**src/rtl/rv_pkg.sv**
```systemverilog
// rv_pkg: opcode and funct3 constants shared by the execute and write-back
// stages, plus small decode helpers that classify an opcode.
//
// Contents:
//   XLEN            datapath width (only 32 is supported)
//   OPC_*           7-bit major opcodes used by the core
//   F3_L* / F3_S*   load/store width encodings carried in func3
//   is_mem_op()     opcode performs a memory transaction
//   writes_rd()     opcode produces a register-file result
package rv_pkg;

  localparam int XLEN = 32;

  localparam logic [6:0] OPC_LOAD   = 7'b0000011;
  localparam logic [6:0] OPC_STORE  = 7'b0100011;
  localparam logic [6:0] OPC_BRANCH = 7'b1100011;
  localparam logic [6:0] OPC_JAL    = 7'b1101111;
  localparam logic [6:0] OPC_JALR   = 7'b1100111;
  localparam logic [6:0] OPC_LUI    = 7'b0110111;
  localparam logic [6:0] OPC_AUIPC  = 7'b0010111;
  localparam logic [6:0] OPC_OP_IMM = 7'b0010011;
  localparam logic [6:0] OPC_OP     = 7'b0110011;

  localparam logic [2:0] F3_LB  = 3'b000;
  localparam logic [2:0] F3_LH  = 3'b001;
  localparam logic [2:0] F3_LW  = 3'b010;
  localparam logic [2:0] F3_LBU = 3'b100;
  localparam logic [2:0] F3_LHU = 3'b101;

  localparam logic [2:0] F3_SB  = 3'b000;
  localparam logic [2:0] F3_SH  = 3'b001;
  localparam logic [2:0] F3_SW  = 3'b010;

  // Loads and stores are the only instructions that talk to memory.
  function automatic logic is_mem_op(input logic [6:0] opc);
    return (opc == OPC_LOAD) || (opc == OPC_STORE);
  endfunction

  // Branches and stores never write rd; unknown opcodes are treated the same.
  function automatic logic writes_rd(input logic [6:0] opc);
    return (opc == OPC_LUI)    || (opc == OPC_AUIPC) ||
           (opc == OPC_OP_IMM) || (opc == OPC_OP)    ||
           (opc == OPC_LOAD)   || (opc == OPC_JAL)   ||
           (opc == OPC_JALR);
  endfunction

endpackage

```
**src/rtl/load_align.sv**
```systemverilog
// load_align: picks the addressed byte/halfword/word out of a 32-bit memory
// read word and sign- or zero-extends it according to the load func3.
//
// Ports:
//   rdata  in  XLEN  raw word returned by memory (word-aligned address)
//   off    in  2     byte offset of the access within the word
//   func3  in  3     load width/signedness (LB/LH/LW/LBU/LHU)
//   data   out XLEN  extended load value
module load_align
  import rv_pkg::*;
(
  input  logic [XLEN-1:0] rdata,
  input  logic [1:0]      off,
  input  logic [2:0]      func3,
  output logic [XLEN-1:0] data
);

  logic [7:0]  byte_sel;
  logic [15:0] half_sel;

  // Halfword selection deliberately looks at off[1] only, so a misaligned
  // halfword at offset 1 or 3 silently reads the enclosing aligned half.
  always_comb begin
    byte_sel = rdata[{off, 3'b000} +: 8];
    half_sel = off[1] ? rdata[31:16] : rdata[15:0];
    case (func3)
      F3_LB:   data = {{24{byte_sel[7]}}, byte_sel};
      F3_LH:   data = {{16{half_sel[15]}}, half_sel};
      F3_LBU:  data = {24'h000000, byte_sel};
      F3_LHU:  data = {16'h0000, half_sel};
      F3_LW:   data = rdata;
      default: data = rdata;
    endcase
  end

endmodule

```
**src/rtl/wbu.sv**
```systemverilog
// wbu: write-back/commit stage. Accepts one executed instruction per
// in_valid/in_ready handshake, runs the load/store memory transaction if
// needed, then commits: one rf write pulse plus the next-PC handoff to fetch.
//
// Ports:
//   clk, rst                    clock, asynchronous active-high reset
//   in_valid / in_ready         instruction handshake from execute
//   opcode, func3, rd, pc, imm  instruction fields
//   exu_res                     ALU result (address / branch cond / target / value)
//   rs2_data                    store data
//   mem_req_valid / ready       memory request handshake
//   mem_wen, mem_addr,
//   mem_wdata, mem_wmask        registered request payload
//   mem_rsp_valid, mem_rdata    memory response
//   rf_wen, rf_waddr, rf_wdata  register-file write port
//   pc_valid / pc_ready,
//   next_pc                     next-PC handshake to fetch
module wbu
  import rv_pkg::*;
(
  input  logic            clk,
  input  logic            rst,
  input  logic            in_valid,
  output logic            in_ready,
  input  logic [6:0]      opcode,
  input  logic [2:0]      func3,
  input  logic [4:0]      rd,
  input  logic [XLEN-1:0] pc,
  input  logic [XLEN-1:0] imm,
  input  logic [XLEN-1:0] exu_res,
  input  logic [XLEN-1:0] rs2_data,
  output logic            mem_req_valid,
  input  logic            mem_req_ready,
  output logic            mem_wen,
  output logic [XLEN-1:0] mem_addr,
  output logic [XLEN-1:0] mem_wdata,
  output logic [3:0]      mem_wmask,
  input  logic            mem_rsp_valid,
  input  logic [XLEN-1:0] mem_rdata,
  output logic            rf_wen,
  output logic [4:0]      rf_waddr,
  output logic [XLEN-1:0] rf_wdata,
  output logic            pc_valid,
  input  logic            pc_ready,
  output logic [XLEN-1:0] next_pc
);

  typedef enum logic [1:0] {
    IDLE     = 2'd0,
    MEM_REQ  = 2'd1,
    MEM_WAIT = 2'd2,
    COMMIT   = 2'd3
  } state_t;

  state_t state, state_next;

  logic            accept;
  logic [1:0]      off;
  logic            mem_op;
  logic            store_op;
  logic [3:0]      st_mask;
  logic [XLEN-1:0] st_data;
  logic [XLEN-1:0] wb_value;
  logic [XLEN-1:0] npc_value;
  logic [XLEN-1:0] pc_plus4;

  // Only the pieces needed after accept are kept: the load flavour and byte
  // offset for alignment, and whether the commit writes rd at all.
  logic            load_q;
  logic [2:0]      func3_q;
  logic [1:0]      off_q;
  logic            wr_q;
  logic [XLEN-1:0] load_data;

  assign accept   = (state == IDLE) && in_valid;
  assign off      = exu_res[1:0];
  assign mem_op   = is_mem_op(opcode);
  assign store_op = (opcode == OPC_STORE);
  assign pc_plus4 = pc + 32'd4;

  // Store lane enables and replicated write data, formed from the raw
  // execute outputs so they can be registered on the accept edge.
  always_comb begin
    case (func3)
      F3_SB: begin
        st_mask = 4'b0001 << off;
        st_data = {4{rs2_data[7:0]}};
      end
      F3_SH: begin
        st_mask = 4'b0011 << {off[1], 1'b0};
        st_data = {2{rs2_data[15:0]}};
      end
      default: begin
        st_mask = 4'hF;
        st_data = rs2_data;
      end
    endcase
  end

  // Result and next PC are known at accept time except for load data,
  // which overwrites rf_wdata when the response arrives.
  always_comb begin
    case (opcode)
      OPC_JAL, OPC_JALR: wb_value = pc_plus4;
      OPC_LOAD:          wb_value = '0;
      default:           wb_value = exu_res;
    endcase
    case (opcode)
      OPC_BRANCH: npc_value = exu_res[0] ? (pc + imm) : pc_plus4;
      OPC_JAL:    npc_value = exu_res;
      OPC_JALR:   npc_value = exu_res & ~32'h1;
      default:    npc_value = pc_plus4;
    endcase
  end

  load_align u_load_align (
    .rdata (mem_rdata),
    .off   (off_q),
    .func3 (func3_q),
    .data  (load_data)
  );

  // State register.
  always_ff @(posedge clk or posedge rst) begin
    if (rst) begin
      state <= IDLE;
    end else begin
      state <= state_next;
    end
  end

  // Next-state and handshake outputs. rf_wen is qualified by pc_ready so the
  // register write lands on exactly the cycle fetch takes the next PC.
  always_comb begin
    state_next    = state;
    in_ready      = 1'b0;
    mem_req_valid = 1'b0;
    pc_valid      = 1'b0;
    rf_wen        = 1'b0;
    case (state)
      IDLE: begin
        in_ready = 1'b1;
        if (in_valid) begin
          state_next = mem_op ? MEM_REQ : COMMIT;
        end
      end
      MEM_REQ: begin
        mem_req_valid = 1'b1;
        if (mem_req_ready) begin
          state_next = MEM_WAIT;
        end
      end
      MEM_WAIT: begin
        if (mem_rsp_valid) begin
          state_next = COMMIT;
        end
      end
      COMMIT: begin
        pc_valid = 1'b1;
        if (pc_ready) begin
          rf_wen     = wr_q;
          state_next = IDLE;
        end
      end
      default: state_next = IDLE;
    endcase
  end

  // Registered payloads. Everything is captured on accept and then held
  // untouched, so the request and commit payloads stay stable under stalls.
  always_ff @(posedge clk or posedge rst) begin
    if (rst) begin
      mem_wen   <= 1'b0;
      mem_addr  <= '0;
      mem_wdata <= '0;
      mem_wmask <= 4'h0;
      rf_waddr  <= 5'd0;
      rf_wdata  <= '0;
      next_pc   <= '0;
      load_q    <= 1'b0;
      func3_q   <= 3'd0;
      off_q     <= 2'd0;
      wr_q      <= 1'b0;
    end else if (accept) begin
      mem_wen   <= store_op;
      mem_addr  <= mem_op ? {exu_res[31:2], 2'b00} : '0;
      mem_wdata <= store_op ? st_data : '0;
      mem_wmask <= store_op ? st_mask : 4'h0;
      rf_waddr  <= rd;
      rf_wdata  <= wb_value;
      next_pc   <= npc_value;
      load_q    <= (opcode == OPC_LOAD);
      func3_q   <= func3;
      off_q     <= off;
      wr_q      <= writes_rd(opcode) && (rd != 5'd0);
    end else if ((state == MEM_WAIT) && mem_rsp_valid && load_q) begin
      rf_wdata  <= load_data;
    end
  end

endmodule

```
**config.mk**
```make
export PLATFORM = sky130hd
export DESIGN_NAME = wbu
export DESIGN_NICKNAME = d
export VERILOG_FILES = /design/src/rtl/rv_pkg.sv /design/src/rtl/load_align.sv /design/src/rtl/wbu.sv
export SDC_FILE = /design/constraint.sdc
export NUM_CORES = 1
export LEC_CHECK = 0
export BUFFER_PORTS_ARGS = -buffer_cell sky130_fd_sc_hd__buf_4
export CELL_PAD_IN_SITES_DETAIL_PLACEMENT = 1
export CELL_PAD_IN_SITES_GLOBAL_PLACEMENT = 2
export CORE_MARGIN = 1
export CORE_UTILIZATION = 29
export DETAILED_ROUTE_END_ITERATION = 16
export GPL_TIMING_DRIVEN = 1
export PLACE_DENSITY_LB_ADDON = 0.1
export SETUP_SLACK_MARGIN = 0.15
export SYNTH_ARGS = -nofsm -noshare
export SYNTH_HDL_FRONTEND = slang
export SYNTH_HIERARCHICAL = 1
export SYNTH_SLANG_ARGS = --single-unit
```
**constraint.sdc**
```tcl
create_clock -name clk -period 5.03 [get_ports clk]
set_input_delay 0.2515 -clock clk [delete_from_list [all_inputs] [get_ports clk]]
set_output_delay 0.2515 -clock clk [all_outputs]
set_load 0.1 [all_outputs]
```
=== Word-level counts from Yosys, hierarchy flattened ===
Index checks and enable logic that the tools add are counted.

* Bits in registers: 147
* Input port bits: 181

* Add/subtract/negate cells: 2
* Equal/unequal tests: 20
* Shift operators: 3
* Multiplexer cells: 23
* Reduce and logical (&&, ||, !) cells: 18

{| class="wikitable"
|+ Operator list
! cell !! number
|-
| $mux W32 || 5
|-
| $pmux W32 S2 || 2
|-
| $pmux W32 S4 || 1
|-
| $pmux W32 S3 || 1
|-
| $add A32 B3 Y32 const B || 1
|-
| $add A32 B32 Y32 || 1
|-
| $shiftx A32 B6 Y8 || 1
|-
| $eq A7 B6 Y1 const B || 3
|-
| $eq A7 B7 Y1 const B || 3
|-
| $mux W16 || 1
|-
| $eq A7 B5 Y1 const B || 2
|-
| $mux W2 || 5
|-
| $ne A2 B2 Y1 const B || 4
|-
| $pmux W2 S4 || 1
|-
| $pmux W4 S2 || 1
|-
| $eq A7 B2 Y1 const B || 1
|-
| $logic_or A1 B1 Y1 || 7
|-
| $eq A3 B1 Y1 const B || 2
|-
| $eq A3 B3 Y1 const B || 2
|-
| $logic_not A3 Y1 || 2
|-
| $mux W1 || 5
|-
| $reduce_bool A5 Y1 || 1
|-
| $eq A2 B2 Y1 const B || 2
|-
| $logic_and A1 B1 Y1 || 4
|-
| 8 further kinds || 8
|}

=== Depth between registers and ports, before layout ===
Gate-level depths: netlist of the first run.

* Word-level depth: 8
* Depth in mapped cells: 11
* Gate-level depth less buffers: 11

=== By module ===
The synthesis of the first run kept the hierarchy.

{| class="wikitable"
|+ By module, submodules not included
! module !! instances !! cells each !! area each (um^2) !! seq. area each (um^2)
|-
| wbu || 1 || 1061 || 9151.3 || 3628.5
|-
| load_align || 1 || 118 || 760.7 || 0.0
|}

=== Worst setup path after synthesis of the first run ===
Ideal clock, no wire load.

* Path kind: reg2reg
* Start: register state[0]
* End: register next_pc[22]
* Library setup time: 0.132 ns
* Arrival: 2.501 ns
* Required time: 4.898 ns
* Slack: 2.397 ns
* Cell stages (with the launch flop): 8
* Path buffers: 2
* Period minus slack after synthesis: 2.633 ns
* Cells stage by stage: dfrtp_1 inv_1 ha_1 and2_1 clkbuf_1 buf_1 mux2i_1 o21ai_0

* Cells in the longest elaborated chain, start to end: 2

{| class="wikitable"
|+ Ends and longest elaborated chain
! element !! line !! source
|-
| from (decl) || wbu.sv:55 || <nowiki>state_t state, state_next;</nowiki>
|-
| from (signal assigned) || wbu.sv:128 || <nowiki>state <= state_next;</nowiki>
|-
| $logic_not A2 Y1 || wbu.sv:75 || <nowiki>assign accept = (state == IDLE) && in_valid;</nowiki>
|-
| $logic_and A1 B1 Y1 || wbu.sv:75 ||
|-
| to (signal assigned) || wbu.sv:191 || <nowiki>next_pc <= npc_value;</nowiki>
|-
| to (decl) || wbu.sv:45 || <nowiki>output logic [XLEN-1:0] next_pc</nowiki>
|}

No other way between the ends.
A chain may end at the register's enable or synchronous reset.

=== Worst setup path in the final report of the first run ===
* Start: register state[0]
* End: register rf_wdata[2]

* Cells in the longest elaborated chain, start to end: 4
* Elaborated cells between the ends (all ways): 7
* Those cells by class: 1 x eq/ne; 1 x mux; 5 x reduce/logical

{| class="wikitable"
|+ Ends and longest elaborated chain
! element !! line !! source
|-
| $eq A2 B2 Y1 || wbu.sv:196 || <nowiki>end else if ((state == MEM_WAIT) && mem_rsp_valid && load_q) begin</nowiki>
|-
| $logic_and A1 B1 Y1 (2 in series) || wbu.sv:196 ||
|-
| $reduce_bool A2 Y1 (no source line) || -- ||
|-
| to (signal assigned) || wbu.sv:190 || <nowiki>rf_wdata <= wb_value;</nowiki>
|-
| to (signal assigned) || wbu.sv:197 || <nowiki>rf_wdata <= load_data;</nowiki>
|-
| to (decl) || wbu.sv:42 || <nowiki>output logic [XLEN-1:0] rf_wdata,</nowiki>
|}

Several ways; a longest one is shown, not always the timed one.

==> run_results.csv, run 1 <==
group,metric,value,unit
die,initial_core_util,0.2949,
synthesis,syn_area_per_cell,8.407,sq um
cts,cts_tree,"yes",
die,die_w,186.9,microns
cts,cts-buffers-inserted,17,
final_layout,antenna_cells,0,
worst_setup_path,reg2reg_from,"state[0]",
worst_setup_path,cp.required,5.31,ns
timing,period_share,0.6102,
flow_run,cap_violations,0,
place,gp_congestion,0.8700,
worst_hold_path,hold_class,"in2reg",
worst_hold_path,min_from,"rd[3]",
synthesis,synth-seq-area-share,0.3661,
cts,cts-htree-levels,4,
global_routing,grt_usage,0.2417,
place,io_buffers,320,
timing,rsz0062_at_grt,"false",
timing,hold_violations,0,
worst_setup_path,rr_worst_depth,6,
synthesis,yosys_warnings,6,
synthesis,synth_simple_gate_area_share,0.1933,
detailed_routing,wl_per_cell,22.23,microns
synthesis,synth_enable_flop_cells,0,
global_routing,grt_max_degree,116,
cts,holdBufCountCts,4,
timing,fin_crit,3.069,ns
worst_setup_path,crit_fanout,115,
timing,slew_violations,0,
die,die_height,186.9,microns
cts,cts_setup_buffers,0,
cts,cts.sinks,145,
timing,worstMarginPinSlew,0.9672,ns
final_layout,drive_gt1_frac,0.2612,
power_and_ir_drop,power,7.573,mW
cts,root_buffer,"clkbuf_16",
timing,fmax,325.8,MHz
cts,ctsResizeCount,0,
power_and_ir_drop,p_leak,6.421,nW
detailed_routing,drc_errors,0,
worst_setup_path,r2r-end,"rf_wdata[2]",
timing,skew,0.01460,ns
timing,slew_headroom,0.3517,
synthesis,ys_types,70,
detailed_routing,drtIter0Drc,617,
die,io_pins,323,
cts,clockBufferDepth,2,
final_layout,area_growth_syn_to_layout,34.86,%
synthesis,synth_top_family_by_area,"compound AO/OA/AOI/OAI gates",
synthesis,syn-cell-area,9912,sq um
worst_setup_path,reg2reg_slack,1.96,ns
synthesis,synthArstFlopShare,1.000,
synthesis,synth_ff_type,"dfrtp_1",
outcome,status,"finished, final reports clean",
synthesis,synth_mux_area_frac,0.08180,
worst_hold_path,hold_path_depth,3,
worst_setup_path,start_kind,"flip-flop",
synthesis,synthCells,1179,
worst_setup_path,end_kind,"flip-flop",
place,dp_hpwl,32810,microns
timing,whs,0.01863,ns
timing,finalSetupTns,0,ns
synthesis,synth_compound_area_frac,0.2280,
global_routing,grt_pass1_vias,10267,
die,rows,67,
die,dieArea,34920,sq um
global_routing,grt_pass1_wl,64050,microns
synthesis,synth_xor_area_frac,0.04153,
detailed_routing,first_pass_iters,5,
die,fp.coreArea,33620,sq um
synthesis,synth_fa_ha_area_frac,0.04746,
cts,clk_latency,0.45,ns
detailed_routing,ant_nets,0,
power_and_ir_drop,power_density,566.5,nW/um^2
worst_setup_path,critPathArrivalTime,3.35,ns
global_routing,overflow,0,
detailed_routing,drt-vias-per-instance,5.308,
power_and_ir_drop,peakVddDrop,466.0,uV
cts,clkSlewWorstSetupHoldPaths,0.07,ns
worst_hold_path,holdPathEnd,"rf_waddr[3]",
detailed_routing,wirelength,42720,microns
detailed_routing,vias,10202,
synthesis,ys_seq_elements,145,
global_routing,antenna_found_initial,0,
worst_setup_path,worst-setup-path-type,"reg2reg",
timing,setup_viol,0,
final_layout,fin_nets,1679,
[power breakdown]
| part | internal, mW | switching, mW | leakage, nW |
|---|---|---|---|
| registers | 1.48 | 0.287 | 1.85 |
| logic | 1.03 | 3.35 | 4.26 |
| clock network | 0.846 | 0.583 | 0.307 |
| total | 3.35 | 4.22 | 6.42 |
[synthesized netlist by cell type, types with 3 or more instances]
| master | n | share of area |
|---|---|---|
| a211oi_1 | 20 | 0.015 |
| a21boi_0 | 3 | 0.0023 |
| a21o_1 | 20 | 0.015 |
| a21oi_1 | 72 | 0.036 |
| a221oi_1 | 36 | 0.032 |
| a22o_1 | 14 | 0.012 |
| a31oi_1 | 7 | 0.0044 |
| and2_1 | 7 | 0.0044 |
| and3_1 | 15 | 0.0095 |
| and4_1 | 4 | 0.0035 |
| buf_1 | 4 | 0.0015 |
| buf_2 | 5 | 0.0025 |
| buf_6 | 4 | 0.0045 |
| clkbuf_1 | 61 | 0.023 |
| dfrtp_1 | 145 | 0.37 |
| ha_1 | 36 | 0.045 |
| inv_1 | 22 | 0.0083 |
| mux2i_1 | 75 | 0.076 |
| nand2_1 | 209 | 0.079 |
| nand2b_1 | 10 | 0.0063 |
| nand3_1 | 50 | 0.025 |
| nand3b_1 | 12 | 0.0091 |
| nand4_1 | 7 | 0.0044 |
| nor2_1 | 63 | 0.024 |
| nor2b_1 | 12 | 0.0076 |
| nor3_1 | 13 | 0.0066 |
| o211ai_1 | 14 | 0.011 |
| o21a_1 | 3 | 0.0023 |
| o21ai_0 | 125 | 0.063 |
| o21bai_1 | 3 | 0.0023 |
| o22a_1 | 8 | 0.0071 |
| o31ai_1 | 3 | 0.0023 |
| or3_1 | 3 | 0.0019 |
| xnor2_1 | 25 | 0.022 |
| xor2_1 | 22 | 0.019 |
[area by class of cell]
type | count | area [sq um]
inverters | 22 | 87.58
multi-input cells | 937 | 5902
fillers | 4010 | 20250
flip-flops and latches | 145 | 3628
clock buffers | 20 | 436.7
repair buffers | 338 | 2560
well taps | 448 | 560.5
clock inverters | 12 | 192.7
[logic make-up (layout without fill, tap and decap cells)]
kind of cell	count (synthesis)	in the layout
compound gates	354	354
fa+ha+maj	37	37
flops	145	145
xor+xnor	47	47
mux	79	79
other cells	1	2
buf+inv	98	392
simple gates	418	418
[placed cells by master (no fill, tap or decap), types with 21 or more instances in the layout]
| cell type | count |
|---|---|
| a221oi_1 | 36 |
| dfrtp_1 | 145 |
| nor2_1 | 61 |
| xnor2_1 | 25 |
| xor2_1 | 22 |
| o21ai_0 | 125 |
| buf_4 | 333 |
| nand3_1 | 49 |
| inv_1 | 21 |
| a21oi_1 | 72 |
| mux2i_1 | 75 |
| ha_1 | 36 |
| nand2_1 | 208 |
[registers in the layout, summed over array words and instances (netlist names)]
signal and flops:
func3_q 3, load_q 1, mem_addr 30, mem_wdata 32, mem_wen 1, mem_wmask 4, next_pc 32, off_q 2
rf_waddr 5, rf_wdata 32, state 2, wr_q 1
[metrics by stage]
stage | cell area (sq um) | util | setup WS [ns] | cells
3_3_place_gp | 12700 | 0.3778 | 1.978 | 1886
6_report | 13370 | 0.3977 | 1.961 | 1922
4_1_cts | 13370 | 0.3977 | 1.944 | 1922
3_5_place_dp | 12700 | 0.3778 | 1.956 | 1886
5_1_grt | 13370 | 0.3977 | 1.793 | 1922
2_1_floorplan | 9916 | - | 0.8839 | 1180
[critical path, stage by stage (launching register included)]
cell      delay (ns)
dfrtp_1         0.41
inv_1           0.11
ha_1            0.45
nand2_4         0.59
buf_12          0.47
a211oi_1        0.72
a21oi_1         0.08
[layer usage]
| metal | wire length [microns] | GRT usage | vias up |
|---|---|---|---|
| li1 | - | - | 4823 |
| met1 | 21280 | 0.3569 | 5038 |
| met2 | 18900 | 0.3713 | 306 |
| met3 | 1932 | 0.03415 | 35 |
| met4 | 611 | 0.05359 | 0 |
| met5 | 0 | 0 | - |
[worst max-delay path by stage]
stage	start	end	slack [ns]	cells after the start
final	state[0]	rf_wdata[2]	1.96	6
after global routing	state[0]	rf_wdata[2]	1.79	6
after detailed placement	state[0]	rf_wdata[2]	1.96	6
after global placement	state[0]	rf_wdata[2]	1.98	6
after CTS	state[0]	rf_wdata[2]	1.94	6
after floorplan	rst	func3_q[0]	0.88	1
(Power assumes the default switching activity.)
==> run 2: changes to the inputs <==
- CORE_UTILIZATION: 29 -> 27
- clock period: 5.03 -> 2.6 ns (I/O delays scaled with it)
==> run 2 against run 1 <==
Routed wire length is 5.3% higher. Largest power group unchanged. Sequential power up 89%. Non-clock buffer count is 110 higher. Combinational power rose by 100%. Utilization rose by 0.34 points. Critical path depth grew 4. Cell count grew 6.4%. Clock power is 81% higher. Largest cell class unchanged. Count of clock-buffer cells in the layout is 2 lower. Sequential share of layout area down 1.9 points. Global-route usage fell by 0.36 points.
==> run_results.csv, run 2 (synthesis gave the netlist of run 1 again) <==
group,metric,value,unit
die,fp.coreArea,35830,sq um
die,io_pins,323,
cts,cts_setup_buffers,0,
timing,slew_violations,0,
place,io_buffers,320,
final_layout,drive_gt1_frac,0.2778,
timing,fmax,436.5,MHz
cts,clk_latency,0.45,ns
final_layout,most-common-layout-cells,"381 x buf_4, 208 x nand2_1, 145 x dfrtp_1, 125 x o21ai_0, 75 x mux2i_1",
flow_run,cap_violations,0,
place,dp.cells,1950,
global_routing,grt_pass1_wl,68520,microns
cts,cts-htree-levels,4,
detailed_routing,vias,10482,
power_and_ir_drop,power,14.75,mW
detailed_routing,wirelength,44990,microns
worst_setup_path,critPathArrivalTime,2.60,ns
cts,cts.sinks,145,
timing,skew,0.01818,ns
final_layout,area_growth_syn_to_layout,44.98,%
worst_setup_path,cp.required,2.91,ns
place,dp_hpwl,35230,microns
worst_setup_path,end_kind,"flip-flop",
cts,cts-buffers-inserted,17,
timing,slew_headroom,0.5207,
cts,root_buffer,"clkbuf_16",
final_layout,nFillCells,4252,
worst_setup_path,start_kind,"input port",
global_routing,overflow,0,
die,die_height,193.6,microns
timing,fin_crit,2.291,ns
detailed_routing,wl_per_cell,22.00,microns
timing,worstMarginPinSlew,0.7168,ns
worst_hold_path,hold_class,"in2reg",
cts,cts_tree,"yes",
final_layout,antenna_cells,0,
die,initial_core_util,0.2767,
global_routing,grt_pass1_vias,11009,
detailed_routing,ant_nets,0,
die,dieArea,37480,sq um
power_and_ir_drop,power_density,1026,nW/um^2
final_layout,finalNonFillerCells,2045,
die,rows,69,
timing,setup_viol,0,
timing,hold_violations,0,
power_and_ir_drop,p_leak,6.911,nW
power_and_ir_drop,peakVddDrop,887.8,uV
cts,clockBufferDepth,2,
cts,clkSlewWorstSetupHoldPaths,0.07,ns
final_layout,register_area,3628,sq um
global_routing,grt_max_degree,74,
global_routing,grt_usage,0.2381,
global_routing,antenna_found_initial,0,
detailed_routing,drtIter0Drc,482,
die,die_w,193.6,microns
final_layout,fin_nets,1789,
timing,rsz0062_at_grt,"false",
final_layout,reg.largest.list,"mem_wdata x32, next_pc x32, rf_wdata x32",
final_layout,final_common_cell,"buf_4",
worst_setup_path,crit_fanout,14,
detailed_routing,drc_errors,0,
final_layout,multi_input_area,5911,sq um
timing,period_share,0.8811,
worst_setup_path,worst-setup-path-type,"in2reg",
outcome,status,"finished, final reports clean",
detailed_routing,first_pass_iters,5,
detailed_routing,drt-vias-per-instance,5.126,
place,gp_congestion,0.8334,
[run 2: metal layers]
| metal | routed length, microns | vias to the layer above | part of all wire | track usage |
|---|---|---|---|---|
| li1 | - | 5031 | - | - |
| met1 | 22830 | 5149 | 0.51 | 0.3512 |
| met2 | 20070 | 274 | 0.45 | 0.3700 |
| met3 | 1620 | 28 | 0.036 | 0.03033 |
| met4 | 465 | 0 | 0.010 | 0.04711 |
| met5 | 0 | - | 0 | 0 |
[run 2: metrics by stage]
stage / instance area [sq um] / setup slack (ns) / hold slack, ns / TNS (ns) / utilization
after detailed placement: 13140 / -0.1366 / 0.1209 / -0.1375 / 0.3666
final: 14370 / 0.3092 / 0.01400 / 0 / 0.4011
after global placement: 13140 / -0.02459 / 0.1198 / -0.02459 / 0.3666
after global routing: 14370 / 0.1349 / 0.02141 / 0 / 0.4011
after CTS: 14360 / 0.3051 / 0.0004716 / 0 / 0.4009
after floorplan: 9922 / 0.2786 / 0.2289 / 0 / -
[run 2: final timing paths]
kind / from / endpoint / slack (ns) / depth (start not counted)
worst max-delay path: opcode[5] / next_pc[31] / 0.31 / 10
worst min-delay path: rs2_data[27] / mem_wdata[27] / 0.01 / 3
worst max register to register: off_q[1] / rf_wdata[24] / 0.47 / 6
worst min register to register: wr_q / wr_q / 0.48 / 2
max in group asynchronous: rst / mem_addr[18] / 1.55 / 4
min in group asynchronous: rst / mem_wdata[11] / 0.22 / 3
[run 2: repair_timing]
| item | in CTS | in global routing |
|---|---|---|
| endpoints found under the hold margin | 115 | 0 |
| setup endpoints to repair | 0 | 1 |
| resized for setup | 0 | 2 |
| hold buffers | 63 | 0 |
[run 2: critical path: stages]
cell and delay [ns]:
dlygate4sd3_1 0.54, buf_4 0.14, nand4_1 0.15, nor4_2 0.19, buf_4 0.24, nand2_1 0.09, nand2_1 0.49, o221ai_1 0.21
a221oi_1 0.32, nor2_1 0.09
[run 2: layout make-up]
class / instances / share of cell area
Tap cell: 461 / 0.04014
Timing Repair Buffer: 448 / 0.2485
Clock inverter: 14 / 0.01167
Clock buffer: 18 / 0.02987
Inverter: 22 / 0.006008
Multi-Input combinational cell: 937 / 0.4113
Sequential cell: 145 / 0.2525
[run 2: report_power, final]
part           internal, mW  total [mW]  switching (mW)
sequential             2.86        3.35           0.489
clock                  1.45        2.59            1.14
combinational          2.18        8.80            6.62
total                  6.49        14.7            8.25
==> run 3: changes to the inputs <==
- CELL_PAD_IN_SITES_DETAIL_PLACEMENT: 1 -> unset
- CELL_PAD_IN_SITES_GLOBAL_PLACEMENT: 2 -> unset
- CORE_UTILIZATION: 27 -> 47
- PLACE_DENSITY: unset -> 0.78
- PLACE_DENSITY_LB_ADDON: 0.1 -> unset
- RECOVER_POWER: unset -> 25
==> run 3 against run 2 <==
Maximum frequency is 2.6% higher. Routed wire length shrank 16%. Global-route usage rose by 11 points. Register-to-register slack got worse by 0.02 ns. Worst setup slack better by 0.057 ns. Power shrank 2.6%. Combinational power shrank 3.0%. Critical path depth fell by 1. Clock power decreased by 4%. Utilization increased by 27 points. Flip-flop and latch count did not move. The flow now finishes with violations (hold timing).
==> run_results.csv, run 3 (synthesis gave the netlist of run 1 again) <==
group,metric,value,unit
cts,cts-buffers-inserted,17,
detailed_routing,wirelength,37610,microns
die,io_pins,323,
global_routing,grt_max_degree,75,
timing,slew_headroom,0.1642,
detailed_routing,drt-vias-per-instance,5.945,
die,initial_core_util,0.4852,
final_layout,fin_area,13770,sq um
worst_setup_path,cp_cell_sequence,"dlygate4sd3_1 -> buf_4 -> nand4_1 -> nor2_1 -> and2_2 -> nor2_1 -> a22o_1 -> a31oi_1 -> o21ai_0",
timing,period_share,0.8591,
cts,root_buffer,"clkbuf_16",
place,dp_slack,-0.009186,ns
final_layout,antenna_cells,0,
detailed_routing,wl_per_cell,20.66,microns
final_layout,finalNonFillerCells,1820,
die,rows,52,
global_routing,grt_pass1_vias,10307,
outcome,status,"complete, but fails checks",
worst_setup_path,cp_num_buf_inv,2,
final_layout,nFillCells,1725,
final_layout,reg.largest.list,"mem_wdata x32, next_pc x32, rf_wdata x32",
die,dieArea,21670,sq um
detailed_routing,first_pass_iters,6,
timing,slew_violations,0,
die,die_w,147.2,microns
worst_setup_path,crit_fanout,10,
timing,hold_violations,1,
cts,cts_tree,"yes",
final_layout,fin_nets,1755,
place,gp_congestion,0.9937,
timing,finalSetupTns,0,ns
power_and_ir_drop,power,14.37,mW
detailed_routing,drc_errors,0,
flow_run,cap_violations,0,
timing,setup_viol,0,
final_layout,drive_gt1_frac,0.2626,
cts,clkSlewWorstSetupHoldPaths,0.07,ns
worst_hold_path,hold_class,"in2reg",
worst_setup_path,end_kind,"flip-flop",
power_and_ir_drop,power_density,1043,nW/um^2
timing,rsz0062_at_grt,"false",
worst_setup_path,worst-setup-path-type,"in2reg",
final_layout,area_growth_syn_to_layout,38.94,%
outcome,violations,"hold timing",
final_layout,most-common-layout-cells,"344 x buf_4, 207 x nand2_1, 145 x dfrtp_1, 125 x o21ai_0, 75 x mux2i_1",
cts,clockBufferDepth,2,
power_and_ir_drop,peakVddDrop,726.6,uV
worst_setup_path,start_kind,"input port",
worst_setup_path,worst_path_largest_cell_delay,0.79,ns
place,dp.cells,1737,
timing,skew,0.009357,ns
worst_setup_path,cp.required,2.95,ns
global_routing,grt_usage,0.3433,
power_and_ir_drop,p_leak,6.697,nW
timing,whs,-0.0008602,ns
place,dp_hpwl,28100,microns
timing,fin_crit,2.234,ns
place,placed_cell_area,12730,sq um
worst_setup_path,cp_common_cell,"nor2_1",
final_layout,final_core_util,0.6741,
timing,setup_ws,0.3663,ns
worst_setup_path,critPathArrivalTime,2.59,ns
final_layout,final_common_cell,"buf_4",
timing,worstMarginPinSlew,1.259,ns
global_routing,antenna_found_initial,0,
detailed_routing,vias,10819,
cts,cts-htree-levels,4,
die,fp.coreArea,20430,sq um
detailed_routing,ant_nets,0,
worst_setup_path,crit_family,"simple AND/OR/NAND/NOR gates",
place,io_buffers,320,
cts,cts.sinks,145,
worst_setup_path,slowest_stage,"nor2_1",
global_routing,grt_pass1_wl,57660,microns
detailed_routing,drtIter0Drc,931,
cts,clk_latency,0.43,ns
timing,fmax,447.7,MHz
global_routing,overflow,0,
die,die_height,147.2,microns
-- run 3: area by class of cell --
class                           instances  area, sq um  share of cell area
Timing Repair Buffer                  414         3223              0.2340
Clock inverter                         13        142.6             0.01036
Sequential cell                       145         3628              0.2635
Inverter                               22        83.83            0.006087
Multi-Input combinational cell        937         5913              0.4294
Clock buffer                           19        442.9             0.03216
Tap cell                              270        337.8             0.02453
-- run 3: report_power, final --
part,switching [mW],internal [mW]
clock network,1.10,1.38
logic,6.48,2.06
registers,0.477,2.86
-- run 3: worst paths after layout --
path / start / endpoint / slack, ns / depth (start not counted)
setup reg to reg: state[0] / next_pc[25] / 0.45 / 8
hold reg to reg: mem_addr[14] / mem_addr[14] / 0.48 / 2
min in group asynchronous: rst / mem_wdata[11] / 0.46 / 3
setup / recovery: opcode[5] / next_pc[28] / 0.37 / 9
max in group asynchronous: rst / rf_wdata[17] / 0.49 / 4
hold / removal: rs2_data[24] / mem_wdata[24] / -0.0009 / 3
-- run 3: what timing repair did --
item / 4_1_cts / 5_1_grt
setup buffers: 0 / 0
hold buffers: 51 / 0
resized for setup: 0 / 2
hold endpoints to repair: 72 / 0
setup endpoints to repair: 0 / 4
-- run 3: layer usage --
| metal | wire, microns | track usage | vias up |
|---|---|---|---|
| li1 | - | - | 4980 |
| met3 | 3273 | 0.06118 | 86 |
| met5 | 0 | 0 | - |
| met2 | 16850 | 0.5238 | 628 |
| met1 | 16420 | 0.4889 | 5125 |
| met4 | 1062 | 0.1186 | 0 |
-- run 3: tightest hold or removal path: stages --
cell and delay [ns]:
buf_4 0.08, o21ai_0 0.06, o21ai_0 0.13
